`src/rtl/mtr_drv_pkg.sv`:
```
// rtl/mtr_drv_pkg.sv - shared constants and channel state type for the motor PWM stage
package mtr_drv_pkg;

    localparam int PWM_W = 11;
    localparam logic [PWM_W-1:0] DUTY_MID = 11'h400;
    localparam int DEAD_CYC = 8;

    typedef enum logic [2:0] {
        OFF        = 3'd0,
        LO         = 3'd1,
        DEAD_TO_HI = 3'd2,
        HI         = 3'd3,
        DEAD_TO_LO = 3'd4
    } pwm_ch_state_t;

endpackage

```
`src/rtl/pwm_dead_ch.sv`:
```
// rtl/pwm_dead_ch.sv - one H-bridge channel: raw compare plus dead-time handover FSM
module pwm_dead_ch #(
    parameter int PWM_W    = mtr_drv_pkg::PWM_W,
    parameter int DEAD_CYC = mtr_drv_pkg::DEAD_CYC
) (
    input  logic             clk,
    input  logic             rst,
    input  logic             en,
    input  logic [PWM_W-1:0] cnt,
    input  logic [PWM_W-1:0] duty,
    output logic             pwm1,
    output logic             pwm2
);
    import mtr_drv_pkg::*;

    // dead_cnt counts down to zero, so DEAD_CYC-1 gives exactly DEAD_CYC idle clocks
    localparam logic [7:0] DEAD_LD = 8'(DEAD_CYC - 1);

    logic          raw;
    pwm_ch_state_t state;
    logic [7:0]    dead_cnt;

    // Raw PWM: high while the period counter is below the latched duty
    assign raw = (cnt < duty);

    // Leg handover FSM: every change of leg passes through a dead window with both legs off;
    // a reversal inside the window restarts it towards the other leg
    always_ff @(posedge clk) begin
        if (rst) begin
            state    <= OFF;
            dead_cnt <= '0;
        end else if (!en) begin
            state <= OFF;
        end else begin
            case (state)
                OFF: begin
                    state    <= raw ? DEAD_TO_HI : DEAD_TO_LO;
                    dead_cnt <= DEAD_LD;
                end
                LO: begin
                    if (raw) begin
                        state    <= DEAD_TO_HI;
                        dead_cnt <= DEAD_LD;
                    end
                end
                HI: begin
                    if (!raw) begin
                        state    <= DEAD_TO_LO;
                        dead_cnt <= DEAD_LD;
                    end
                end
                DEAD_TO_HI: begin
                    if (!raw) begin
                        state    <= DEAD_TO_LO;
                        dead_cnt <= DEAD_LD;
                    end else if (dead_cnt == 8'd0) begin
                        state <= HI;
                    end else begin
                        dead_cnt <= dead_cnt - 8'd1;
                    end
                end
                DEAD_TO_LO: begin
                    if (raw) begin
                        state    <= DEAD_TO_HI;
                        dead_cnt <= DEAD_LD;
                    end else if (dead_cnt == 8'd0) begin
                        state <= LO;
                    end else begin
                        dead_cnt <= dead_cnt - 8'd1;
                    end
                end
                default: begin
                    state <= OFF;
                end
            endcase
        end
    end

    // Legs decode only the registered state, so both can never be high together
    assign pwm1 = (state == HI);
    assign pwm2 = (state == LO);

endmodule

```
`src/rtl/mtr_drv_pwm.sv`:
```
// rtl/mtr_drv_pwm.sv - dual-channel dead-time protected PWM motor drive
module mtr_drv_pwm #(
    parameter int PWM_W    = mtr_drv_pkg::PWM_W,
    parameter int DEAD_CYC = mtr_drv_pkg::DEAD_CYC
) (
    input  logic             clk,
    input  logic             rst,
    input  logic             en,
    input  logic [PWM_W-1:0] lft_spd,
    input  logic [PWM_W-1:0] rght_spd,
    output logic             lftPWM1,
    output logic             lftPWM2,
    output logic             rghtPWM1,
    output logic             rghtPWM2,
    output logic             PWM_synch
);
    import mtr_drv_pkg::*;

    // Mid-scale duty (zero speed) and the last count of a period
    localparam logic [PWM_W-1:0] MID     = {1'b1, {(PWM_W-1){1'b0}}};
    localparam logic [PWM_W-1:0] CNT_MAX = '1;

    logic [PWM_W-1:0] cnt;
    logic [PWM_W-1:0] duty_l;
    logic [PWM_W-1:0] duty_r;

    // Free-running period counter and registered period-start strobe
    always_ff @(posedge clk) begin
        if (rst) begin
            cnt       <= '0;
            PWM_synch <= 1'b0;
        end else begin
            cnt       <= cnt + 1'b1;
            PWM_synch <= (cnt == CNT_MAX);
        end
    end

    // Duty latch at the period boundary; signed speed becomes offset binary by adding mid-scale
    always_ff @(posedge clk) begin
        if (rst) begin
            duty_l <= MID;
            duty_r <= MID;
        end else if (cnt == CNT_MAX) begin
            duty_l <= lft_spd + MID;
            duty_r <= rght_spd + MID;
        end
    end

    pwm_dead_ch #(
        .PWM_W   (PWM_W),
        .DEAD_CYC(DEAD_CYC)
    ) u_left (
        .clk (clk),
        .rst (rst),
        .en  (en),
        .cnt (cnt),
        .duty(duty_l),
        .pwm1(lftPWM1),
        .pwm2(lftPWM2)
    );

    pwm_dead_ch #(
        .PWM_W   (PWM_W),
        .DEAD_CYC(DEAD_CYC)
    ) u_right (
        .clk (clk),
        .rst (rst),
        .en  (en),
        .cnt (cnt),
        .duty(duty_r),
        .pwm1(rghtPWM1),
        .pwm2(rghtPWM2)
    );

endmodule

```
`config.mk`:
```
export PLATFORM = sky130hd
export DESIGN_NAME = mtr_drv_pwm
export DESIGN_NICKNAME = d
export VERILOG_FILES = /design/src/rtl/mtr_drv_pkg.sv /design/src/rtl/pwm_dead_ch.sv /design/src/rtl/mtr_drv_pwm.sv
export SDC_FILE = /design/constraint.sdc
export NUM_CORES = 1
export LEC_CHECK = 0
export CORE_AREA = 2 2 90 92
export CTS_CLUSTER_SIZE = 40
export DETAILED_ROUTE_END_ITERATION = 8
export DIE_AREA = 0 0 92 94
export DONT_BUFFER_PORTS = 1
export HOLD_SLACK_MARGIN = 0.15
export SYNTH_ARGS = -nofsm -noshare
export SYNTH_HDL_FRONTEND = slang
export SYNTH_SLANG_ARGS = --single-unit
export TNS_END_PERCENT = 1
```
`constraint.sdc`:
```
create_clock -name clk -period 2.4 [get_ports clk]
set_input_delay 0.36 -clock clk [delete_from_list [all_inputs] [get_ports clk]]
set_output_delay 0.36 -clock clk [all_outputs]
set_load 0.02 [all_outputs]
```
==> flow_summary.yaml <==
sta:
  setup_violations: 8
  relSlewSlack: 0.538
  tightest_slew_ns: 0.687
  fin_crit_sh: 1.05
  drv_slew: 0
  final-hold-violation-count: 0
  rsz0062_at_grt: "yes"
  worst_slack_ns: -0.120
  fmax_mhz: 397
  finClkSkew_ns: 0.0125
  period_needed_ns: 2.52
cts:
  htreeDepth: 2
  cts_tree: "built"
  cts.sinks: 56
  clock_path_buffers: 2
  clk_latency_ns: 0.31
  ctsRootBufferMaster: "clkbuf_8"
  cts_buffers: 5
  clkTransAtPathRegs_ns: 0.10
  hold_buffers: 12
synthesis:
  synth_seq_cells: 56
  synthMuxAreaShare: 0.0118
  synth_edf_count: 0
  synthXorXnorAreaFrac: 0.0247
  ys_seq_area_frac: 0.352
  syn-num-nets: 444
  yosysWarnings: 0
  syn_inst: 394
  avgSynthCellArea_um2: 8.09
  synth_top_family_by_area: "simple AND/OR/NAND/NOR gates"
  synth_simple_gate_area_share: 0.261
  synth_adder_area_share: 0.0981
  syn-cell-area_um2: 3190
  async_reset_ff_frac: 0
  synth_ff_type: "dfxtp_1"
  netlist-cell-type-count: 57
  synth-compound-area-share: 0.188
finish:
  final_nets: 479
  drive_gt1_frac: 0.230
  fin_area_um2: 3940
  antenna_cells: 0
  syn_to_final_growth_pct: 23.4
worst_hold_path:
  hold_start: "rst"
  worstHoldPathType: "input pin to register"
place:
  place.gp.congestion: 0.805
  placed_area_um2: 3450
  port_buffers: 0
  dp_hpwl_um: 4960
pwr:
  totalPowerFinal_uw: 2020
  leakage_uw: 0.00154
  powerDensity_nw_per_um2: 514
  ir_drop_v: 0.000379
detailed_routing:
  drtIter0Drc: 88
  drc: 0
  drtAntennaViolNets: 0
  via_count: 2828
  wl_per_cell_um: 13.6
  vias_per_cell: 5.32
  drt_wl_total_um: 7260
  drt-pass1-iter-count: 4
floorplan:
  design.core.area_um2: 7610
  io_pins: 30
  floorplan.initialDensity: 0.419
  rows: 32
  die_w_um: 92
  die_height_um: 94
  die_area_um2: 8650
flow_run:
  maxCapViolCount: 0
global_routing:
  overflow: 0
  grt_pass1_wl_um: 12100
  grt_antenna_before_repair: 0
  grt_max_degree: 51
  grt_use_total: 0.172
  grt_pass1_vias: 2680
worst_setup_path:
  crit_required_ns: 2.63
  cp.arrival_ns: 2.75
  worstSetupPathType: "register to register"
  cp-end-kind: "register"
  r2r_slack_ns: -0.12
  cp_max_fo: 5
  critPathLaunchType: "register"
  startpoint: "cnt[2]$_SDFF_PP0_"
  r2r_start: "cnt[2]$_SDFF_PP0_"
run_status:
  violations: "negative setup slack"
  run_status: "complete, but fails checks"
## kinds of logic after synthesis
group | Yosys count
simple gates | 159
flops | 56
compound gates | 96
xor+xnor | 9
buf+inv | 46
mux | 3
fa+ha+maj | 25
## layer usage
layer / track usage / share of wire
met1: 0.221 / 0.44
met2: 0.306 / 0.51
met3: 0.0273 / 0.033
met4: 0.0373 / 0.0074
met5: 0 / 0
## synth_stat cells (all sizes together), types with 2 or more instances
cell type | number | area share
o211a | 2 | 0.0063
nor4b | 4 | 0.018
xnor2 | 4 | 0.011
nand4 | 2 | 0.0039
dfxtp | 56 | 0.35
inv | 30 | 0.035
o21ai | 19 | 0.030
nand3 | 9 | 0.014
nor4 | 3 | 0.0059
a21oi | 37 | 0.058
o211ai | 5 | 0.012
nor2 | 24 | 0.028
nand2 | 63 | 0.074
buf | 3 | 0.0086
or4b | 3 | 0.011
a211oi | 9 | 0.024
xor2 | 5 | 0.014
and3 | 6 | 0.012
nand2b | 3 | 0.0059
nor3 | 11 | 0.017
and4 | 2 | 0.0055
or3 | 13 | 0.027
a31oi | 5 | 0.0098
ha | 25 | 0.098
a21o | 5 | 0.012
clkbuf | 13 | 0.022
mux2 | 3 | 0.012
nor2b | 5 | 0.012
o31ai | 5 | 0.012
and2 | 2 | 0.0039
or4 | 4 | 0.0094
## per-stage QoR
stage                     cells  hold WS (ns)  setup WS [ns]   util  TNS (ns)
after floorplan             394         0.427        -0.0520      -   -0.0520
after global placement      509         0.434         -0.145  0.453    -0.630
after detailed placement    509         0.438         -0.180  0.453    -0.979
after CTS                   530        0.0898        -0.0224  0.497   -0.0617
after global routing        532        0.0891         -0.184  0.517     -1.53
final                       532         0.104         -0.120  0.517    -0.307
## sequential cells by signal, indices dropped and copies added, names as in the netlist
signal            flops
PWM_synch             1
u_right.state         3
u_left.state          3
u_left.dead_cnt       8
duty_l               11
cnt                  11
duty_r               11
u_right.dead_cnt      8
## where the power goes
part / internal, uW / switching, uW / total [uW]
sequential: 973 / 54.3 / 1030
combinational: 233 / 237 / 470
clock: 209 / 315 / 524
total: 1420 / 606 / 2020
## worst paths after layout
check / end / cells past startpoint
min: u_right.dead_cnt[1]$_SDFFE_PP0P_ / 1
max: u_left.dead_cnt[4]$_SDFFE_PP0P_ / 8
min reg2reg: duty_l[1]$_SDFFE_PP0P_ / 2
max reg2reg: u_left.dead_cnt[4]$_SDFFE_PP0P_ / 8
## cell type report
class	instances	area [um2]
Sequential cell	56	1140
Clock inverter	2	13.8
Inverter	30	113
Clock buffer	6	72.6
Multi-Input combinational cell	292	2090
Tap cell	102	128
Fill cell	747	3670
Timing Repair Buffer	44	372
## repair_timing
| action | in CTS | in global routing |
|---|---|---|
| pin swaps | 21 | 10 |
| endpoints found under the setup margin | 14 | 17 |
| buffers inserted | 1 | 2 |
| gates resized for setup | 29 | 28 |
| endpoints found under the hold margin | 44 | 32 |
## critical path, cell delays in order (launching register included)
cell and delay [ns]:
dfxtp_4 0.38, ha_4 0.24, a21oi_2 0.15, o21ai_2 0.07, a21oi_2 0.21, mux2_4 0.33, o31a_1 0.34, or4b_4 0.50
a211oi_2 0.22
## cells in the final DEF, fill, tap and decap left out, types with 4 or more instances in the layout
master / count
clkbuf_8: 5
o31ai_1: 5
and3_1: 5
nand3_1: 9
nor2_1: 24
a21o_1: 5
o21ai_0: 14
nand2_1: 61
dlygate4sd3_1: 12
a21oi_1: 29
dfxtp_2: 10
xnor2_1: 4
a31oi_1: 5
xor2_1: 5
o211ai_1: 5
or3_1: 11
dfxtp_1: 43
a21oi_2: 7
buf_4: 29
a211oi_2: 5
nor3_1: 10
ha_1: 16
ha_4: 9
nor2b_1: 4
inv_1: 29
Power figures use the tool's default switching activity.
